**config.mk**
```make
export PLATFORM = sky130hd
export DESIGN_NAME = md_unit
export DESIGN_NICKNAME = d
export VERILOG_FILES = /design/src/rtl/md_unit_pkg.sv /design/src/rtl/md_div.sv /design/src/rtl/md_unit.sv
export SDC_FILE = /design/constraint.sdc
export NUM_CORES = 2
export LEC_CHECK = 0
export ABC_AREA = 1
export BUFFER_PORTS_ARGS = -buffer_cell sky130_fd_sc_hd__buf_2
export CORE_MARGIN = 4
export CORE_UTILIZATION = 59
export DETAILED_ROUTE_END_ITERATION = 7
export GPL_TIMING_DRIVEN = 0
export PLACE_DENSITY = 0.79
export SYNTH_ARGS = -nofsm -noshare
export SYNTH_HDL_FRONTEND = slang
export SYNTH_SLANG_ARGS = --single-unit
```
**constraint.sdc**
```tcl
create_clock -name clk -period 8 [get_ports clk]
set_input_delay 0.8 -clock clk [delete_from_list [all_inputs] [get_ports clk]]
set_output_delay 0.8 -clock clk [all_outputs]
set_load 0.01 [all_outputs]
```
**src/rtl/md_unit_pkg.sv**
```systemverilog
// Shared declarations for the multiply/divide unit: op encodings, FSM states, ID/EX op slice.
// MDU_MADD_EN widens the op field to 4 bits so MADD/MADDU/MSUB/MSUBU become reachable.
package md_unit_pkg;

`ifdef MDU_MADD_EN
  localparam int MD_OP_W = 4;
`else
  localparam int MD_OP_W = 3;
`endif

  localparam logic [3:0] MD_MULT  = 4'd0;
  localparam logic [3:0] MD_MULTU = 4'd1;
  localparam logic [3:0] MD_DIV   = 4'd2;
  localparam logic [3:0] MD_DIVU  = 4'd3;
  localparam logic [3:0] MD_MTHI  = 4'd4;
  localparam logic [3:0] MD_MTLO  = 4'd5;
  localparam logic [3:0] MD_MADD  = 4'd6;
  localparam logic [3:0] MD_MADDU = 4'd7;
  localparam logic [3:0] MD_MSUB  = 4'd8;
  localparam logic [3:0] MD_MSUBU = 4'd9;

  // 32 restoring iterations plus one sign-fix cycle; not tunable.
  localparam int DIV_CYCLES = 33;
  localparam int DIV_ITERS  = DIV_CYCLES - 1;

  localparam int IDEX_MD_OP_LSB = 8;

  typedef enum logic [1:0] {S_IDLE, S_MUL, S_DIV, S_FIX} md_state_e;
  typedef enum logic [1:0] {ACC_NONE, ACC_ADD, ACC_SUB} md_acc_e;

  function automatic logic [MD_OP_W-1:0] idex_md_op(input logic [31:0] idex_ctl);
    return idex_ctl[IDEX_MD_OP_LSB +: MD_OP_W];
  endfunction

endpackage

```
**src/rtl/md_div.sv**
```systemverilog
// Unsigned restoring divider core: one quotient bit per cycle, DIV_ITERS iterations.
// done is high during the cycle whose closing edge performs the final iteration.
module md_div
  import md_unit_pkg::*;
(
  input  logic        clk,
  input  logic        rst,
  input  logic        start,
  input  logic        abort,
  input  logic [31:0] dividend,
  input  logic [31:0] divisor,
  output logic        done,
  output logic [31:0] quo,
  output logic [31:0] rem
);

  logic [31:0] quo_q, quo_d, rem_q, rem_d, dvs_q, dvs_d;
  logic [5:0]  cnt_q, cnt_d;
  logic        run_q, run_d;
  logic [32:0] trial;

  assign done = run_q && (cnt_q == 6'(DIV_ITERS - 1));
  assign quo  = quo_q;
  assign rem  = rem_q;

  always_comb begin
    quo_d = quo_q;
    rem_d = rem_q;
    dvs_d = dvs_q;
    cnt_d = cnt_q;
    run_d = run_q;
    // Partial remainder shifted left by one with the next dividend bit, minus divisor.
    trial = {rem_q, quo_q[31]} - {1'b0, dvs_q};
    if (abort) begin
      run_d = 1'b0;
    end else if (start) begin
      quo_d = dividend;
      rem_d = '0;
      dvs_d = divisor;
      cnt_d = '0;
      run_d = 1'b1;
    end else if (run_q) begin
      if (!trial[32]) begin
        rem_d = trial[31:0];
        quo_d = {quo_q[30:0], 1'b1};
      end else begin
        rem_d = {rem_q[30:0], quo_q[31]};
        quo_d = {quo_q[30:0], 1'b0};
      end
      cnt_d = cnt_q + 6'd1;
      if (done) run_d = 1'b0;
    end
  end

  always_ff @(posedge clk or posedge rst) begin
    if (rst) begin
      quo_q <= '0;
      rem_q <= '0;
      dvs_q <= '0;
      cnt_q <= '0;
      run_q <= 1'b0;
    end else begin
      quo_q <= quo_d;
      rem_q <= rem_d;
      dvs_q <= dvs_d;
      cnt_q <= cnt_d;
      run_q <= run_d;
    end
  end

endmodule

```
**src/rtl/md_unit.sv**
```systemverilog
// EX-stage multiply/divide unit holding HI/LO; busy stalls the front of the pipe.
// Optional MDU_MADD_EN adds MADD/MADDU/MSUB/MSUBU accumulating into {hi,lo}.
module md_unit
  import md_unit_pkg::*;
#(
  parameter int MUL_CYCLES = 4
) (
  input  logic               clk,
  input  logic               rst,
  input  logic               start,
  input  logic [MD_OP_W-1:0] op,
  input  logic [31:0]        a,
  input  logic [31:0]        b,
  input  logic               cancel,
  output logic               busy,
  output logic [31:0]        hi,
  output logic [31:0]        lo
);

  md_state_e   state_q, state_d;
  logic        busy_q, busy_d;
  logic [3:0]  cnt_q, cnt_d;
  logic [31:0] hi_q, hi_d, lo_q, lo_d;
  logic [31:0] a_q, a_d, b_q, b_d;
  logic        sgn_q, sgn_d;
  logic        negq_q, negq_d, negr_q, negr_d, div0_q, div0_d;
`ifdef MDU_MADD_EN
  md_acc_e     acc_q, acc_d;
`endif

  logic [3:0]  op_x;
  logic        sgn_div;
  logic [31:0] abs_a, abs_b;
  logic [63:0] ext_a, ext_b, prod;
  logic        div_start, div_done;
  logic [31:0] div_quo, div_rem;

  assign op_x    = 4'(op);
  assign sgn_div = (op_x == MD_DIV);
  assign abs_a   = (sgn_div && a[31]) ? (~a + 32'd1) : a;
  assign abs_b   = (sgn_div && b[31]) ? (~b + 32'd1) : b;

  // Low 64 bits of the product of extended operands are exact for both signednesses.
  assign ext_a = {{32{sgn_q & a_q[31]}}, a_q};
  assign ext_b = {{32{sgn_q & b_q[31]}}, b_q};
  assign prod  = ext_a * ext_b;

  md_div u_div (
    .clk      (clk),
    .rst      (rst),
    .start    (div_start),
    .abort    (cancel),
    .dividend (abs_a),
    .divisor  (abs_b),
    .done     (div_done),
    .quo      (div_quo),
    .rem      (div_rem)
  );

  always_comb begin
    state_d   = state_q;
    busy_d    = busy_q;
    cnt_d     = cnt_q;
    hi_d      = hi_q;
    lo_d      = lo_q;
    a_d       = a_q;
    b_d       = b_q;
    sgn_d     = sgn_q;
    negq_d    = negq_q;
    negr_d    = negr_q;
    div0_d    = div0_q;
    div_start = 1'b0;
`ifdef MDU_MADD_EN
    acc_d     = acc_q;
`endif
    unique case (state_q)
      S_IDLE: if (start && !cancel) begin
        unique case (op_x)
          MD_MTHI: hi_d = a;
          MD_MTLO: lo_d = a;
          MD_MULT, MD_MULTU: begin
            a_d     = a;
            b_d     = b;
            sgn_d   = (op_x == MD_MULT);
            cnt_d   = 4'(MUL_CYCLES - 1);
            state_d = S_MUL;
            busy_d  = 1'b1;
`ifdef MDU_MADD_EN
            acc_d   = ACC_NONE;
`endif
          end
`ifdef MDU_MADD_EN
          MD_MADD, MD_MADDU, MD_MSUB, MD_MSUBU: begin
            a_d     = a;
            b_d     = b;
            sgn_d   = (op_x == MD_MADD) || (op_x == MD_MSUB);
            acc_d   = (op_x == MD_MSUB || op_x == MD_MSUBU) ? ACC_SUB : ACC_ADD;
            cnt_d   = 4'(MUL_CYCLES - 1);
            state_d = S_MUL;
            busy_d  = 1'b1;
          end
`endif
          MD_DIV, MD_DIVU: begin
            negq_d    = sgn_div && (a[31] ^ b[31]);
            negr_d    = sgn_div && a[31];
            div0_d    = (b == 32'd0);
            div_start = 1'b1;
            state_d   = S_DIV;
            busy_d    = 1'b1;
          end
          default: ;
        endcase
      end
      S_MUL: begin
        if (cancel) begin
          state_d = S_IDLE;
          busy_d  = 1'b0;
        end else if (cnt_q == 4'd0) begin
`ifdef MDU_MADD_EN
          unique case (acc_q)
            ACC_ADD: {hi_d, lo_d} = {hi_q, lo_q} + prod;
            ACC_SUB: {hi_d, lo_d} = {hi_q, lo_q} - prod;
            default: {hi_d, lo_d} = prod;
          endcase
`else
          {hi_d, lo_d} = prod;
`endif
          state_d = S_IDLE;
          busy_d  = 1'b0;
        end else begin
          cnt_d = cnt_q - 4'd1;
        end
      end
      S_DIV: begin
        if (cancel) begin
          state_d = S_IDLE;
          busy_d  = 1'b0;
        end else if (div_done) begin
          state_d = S_FIX;
        end
      end
      S_FIX: begin
        if (!cancel) begin
          // Divide by zero keeps the all-ones quotient regardless of dividend sign.
          lo_d = div0_q ? 32'hFFFF_FFFF : (negq_q ? (~div_quo + 32'd1) : div_quo);
          hi_d = negr_q ? (~div_rem + 32'd1) : div_rem;
        end
        state_d = S_IDLE;
        busy_d  = 1'b0;
      end
      default: ;
    endcase
  end

  always_ff @(posedge clk or posedge rst) begin
    if (rst) begin
      state_q <= S_IDLE;
      busy_q  <= 1'b0;
      cnt_q   <= '0;
      hi_q    <= '0;
      lo_q    <= '0;
      a_q     <= '0;
      b_q     <= '0;
      sgn_q   <= 1'b0;
      negq_q  <= 1'b0;
      negr_q  <= 1'b0;
      div0_q  <= 1'b0;
`ifdef MDU_MADD_EN
      acc_q   <= ACC_NONE;
`endif
    end else begin
      state_q <= state_d;
      busy_q  <= busy_d;
      cnt_q   <= cnt_d;
      hi_q    <= hi_d;
      lo_q    <= lo_d;
      a_q     <= a_d;
      b_q     <= b_d;
      sgn_q   <= sgn_d;
      negq_q  <= negq_d;
      negr_q  <= negr_d;
      div0_q  <= div0_d;
`ifdef MDU_MADD_EN
      acc_q   <= acc_d;
`endif
    end
  end

  assign busy = busy_q;
  assign hi   = hi_q;
  assign lo   = lo_q;

endmodule

```
==> results.py <==
metrics = {
    "run_status": {
        "status": "completed",
    },
    "placed_design": {
        "placement.io_buffers": 134,
        "place_area_sq_mm": 0.0586,
        "place_ws_ns": -2.43,
        "place.gp.congestion": 1.06,
        "post-dp-hpwl_um": 186000,
    },
    "sta": {
        "timing.final.max_slew_violations": 0,
        "setup_violations": 0,
        "period_needed_ns": 7.94,
        "unrepaired_setup_endpoints_after_global_routing": "yes",
        "finalWorstSetupSlack_ns": 0.0642,
        "hold_slack_ns": 0.216,
        "report.final.hold_viol_count": 0,
        "fmax_mhz": 126,
        "post-route-period-util": 0.992,
        "fin_skew_ns": 0.0151,
        "tightest_slew_ns": 1.13,
        "setup_tns_ns": 0,
        "worst_slew_margin_rel": 0.244,
    },
    "setup_path": {
        "cpMaxStageDelayCell": "fa_2",
        "timing.critical_path.max_delay_family": "adder cells",
        "slowest_delay_ns": 0.61,
        "rr_worst_depth": 26,
        "launching_element_type_of_the_critical_path": "register",
        "cp_data_arrival_time_ns": 8.42,
        "setup_crit_path_kind": "register to register",
        "r2r_setup_slack_ns": 0.06,
        "timing.critical_path.to": "hi[26]$_DFFE_PP0P_",
        "end_kind": "register",
        "r2r-end": "hi[26]$_DFFE_PP0P_",
        "cp_common_cell": "fa_1",
        "cp-startpoint": "a_q[26]$_DFFE_PP0P_",
        "cp_num_buf_inv": 7,
        "worstSetupPathDepth": 26,
        "timing.critical_path.fanout_max": 10,
        "required_worst_endpoint_ns": 8.48,
        "regToRegStartpoint": "a_q[26]$_DFFE_PP0P_",
    },
    "cts": {
        "clk_pin_slew_ns": 0.07,
        "clock_latency_ns": 0.59,
        "clock_sinks": 242,
        "tritoncts": "built",
        "clk_path_buf_depth": 3,
        "num_cts_buffers": 26,
        "clockRootBuffer": "clkbuf_16",
        "clock_tree.htree_level_count": 1,
        "cts_hold_repair.buffers": 0,
    },
    "worst_hold_path": {
        "worst_hold_path_type": "primary input to asynchronous set/reset pin",
    },
    "finish": {
        "stdcell_area_sq_mm": 0.0608,
        "final_common_cell": "nand2_1",
        "areaGrowthSynthToFinish_pct": 7.91,
        "share_of_post_route_cells_with_drive_strength_above_1": 0.0901,
        "mostFrequentLayoutCells": "nand2_1 (1,939), inv_1 (1,890), fa_1 (1,106), nor2_1 (413), nand3_1 (317)",
        "nets": 9108,
    },
    "drt": {
        "drt_pre_antenna_iters": 8,
        "drc_errors": 0,
        "vias_per_cell": 5.81,
        "detail_route.iter0.violations": 5760,
        "drtAntennaViolNets": 0,
        "wl_per_cell_um": 24.6,
        "wirelength_um": 220000,
        "vias": 52000,
    },
    "floorplan": {
        "row_count": 113,
        "initial_core_util": 0.594,
        "top_level_ports": 136,
        "area_of_the_die_sq_mm": 0.100,
        "core-area_sq_mm": 0.0949,
        "chipHeight_um": 317,
        "die_outline_width_um": 317,
    },
    "global_route": {
        "grt_overflow": 0,
        "globalRouteTotalUtil": 0.441,
        "initial_antenna_violation_count": 13,
        "grt_pass1_vias": 52500,
        "largest_net_degree_at_the_start_of_global_routing": 116,
        "grt_pass1_wl_um": 324000,
    },
    "yosys": {
        "ys.warnings.count": 0,
        "synthDistinctLibCells": 59,
        "synth-adder-area-share": 0.456,
        "ys_async_sr_fraction": 1.00,
        "net_count_synth": 8954,
        "synth_cells": 7506,
        "synth_top_family_by_area": "adder cells",
        "parity_gate_share_of_the_synthesized_area_counting_xor_and_xnor_cells": 0.0106,
        "synth_compound_gate_area_share": 0.0610,
        "ys_seq_area_frac": 0.108,
        "synth.ff_latch_count": 242,
        "syn_avg_cell_area_sq_um": 7.50,
        "synth-simple-area-share": 0.212,
        "multiplexer_fraction_of_the_synthesized_cell_area": 0,
        "number_of_flops_mapped_to_enable_cells_by_yosys": 0,
        "mappedNetlistArea_sq_mm": 0.0563,
        "synth_top_flop_cell": "dfrtp_1",
    },
    "flow_run": {
        "drv_cap": 0,
    },
}
-- worst min path at each step --
stage                                      startpoint                          end  slack, ns  depth (start not counted)
after detailed placement           lo[17]$_DFFE_PP0P_           lo[17]$_DFFE_PP0P_       0.46                          2
after global placement              lo[3]$_DFFE_PP0P_            lo[3]$_DFFE_PP0P_       0.46                          2
after CTS                                         rst  u_div.dvs_q[27]$_DFFE_PP0P_       0.23                          2
final                                             rst  u_div.dvs_q[27]$_DFFE_PP0P_       0.22                          2
after floorplan           u_div.dvs_q[29]$_DFFE_PP0P_  u_div.dvs_q[29]$_DFFE_PP0P_       0.45                          2
after global routing                              rst  u_div.dvs_q[27]$_DFFE_PP0P_       0.26                          2
-- registers in the layout, indices dropped and copies added (netlist names) --
register,count
hi,32
negr_q,1
state_q,2
u_div.quo,32
div0_q,1
busy,1
u_div.rem,32
u_div.dvs_q,32
sgn_q,1
negq_q,1
b_q,32
u_div.cnt_q,6
lo,32
a_q,32
cnt_q,4
u_div.run_q,1
-- cells in the mapped netlist, types with 20 or more instances --
cell,count,share of area
nor3_1,48,0.0043
nand2_1,1957,0.13
clkbuf_1,316,0.021
xnor2_1,20,0.0031
nor2_1,442,0.029
inv_1,1912,0.13
buf_2,22,0.0020
nand4_1,50,0.0056
o211ai_1,21,0.0028
o21ai_0,268,0.024
ha_1,251,0.056
xor2_1,48,0.0075
dfrtp_1,242,0.11
a21oi_1,208,0.018
nand3_1,333,0.030
o21bai_1,24,0.0032
fa_1,1126,0.40
-- repair_timing --
action                                  CTS  global route
pin swaps                                 9            50
buffers inserted                         16            29
endpoints found under the setup margin   45            37
gates resized for setup                 212           319
-- metrics by stage --
| stage | std cells | utilization |
|---|---|---|
| final | 8952 | 0.641 |
| after CTS | 8925 | 0.632 |
| after global routing | 8945 | 0.641 |
| after global placement | 8905 | 0.617 |
| after floorplan | 7506 | - |
| after detailed placement | 8907 | 0.618 |
-- logic make-up after synthesis --
family                     after synthesis
and+or+nand+nor                       2922
buffers and inverters                 2278
adders and majority gates             1377
AOI/OAI and AO/OA                      619
DFF                                    242
xor gates and xnor gates                68
-- cell type report --
cell class | instances | area (sq um)
multi-input combinational | 4986 | 42300
clock inverter | 14 | 193
fill | 8476 | 34100
sequential | 242 | 6130
buffer | 300 | 1510
tap | 1265 | 1580
inverter | 1923 | 7250
antenna | 8 | 20.0
clock buffer | 33 | 738
timing repair buffer | 181 | 1080
-- metal layers --
metal  track usage  share of wire
met5             0        0.00049
met4         0.334          0.096
met3         0.108           0.12
met2         0.669           0.43
met1         0.549           0.35
Power is not shown: default switching activity piles up to over one toggle a cycle in this logic, so the estimate is an artifact.
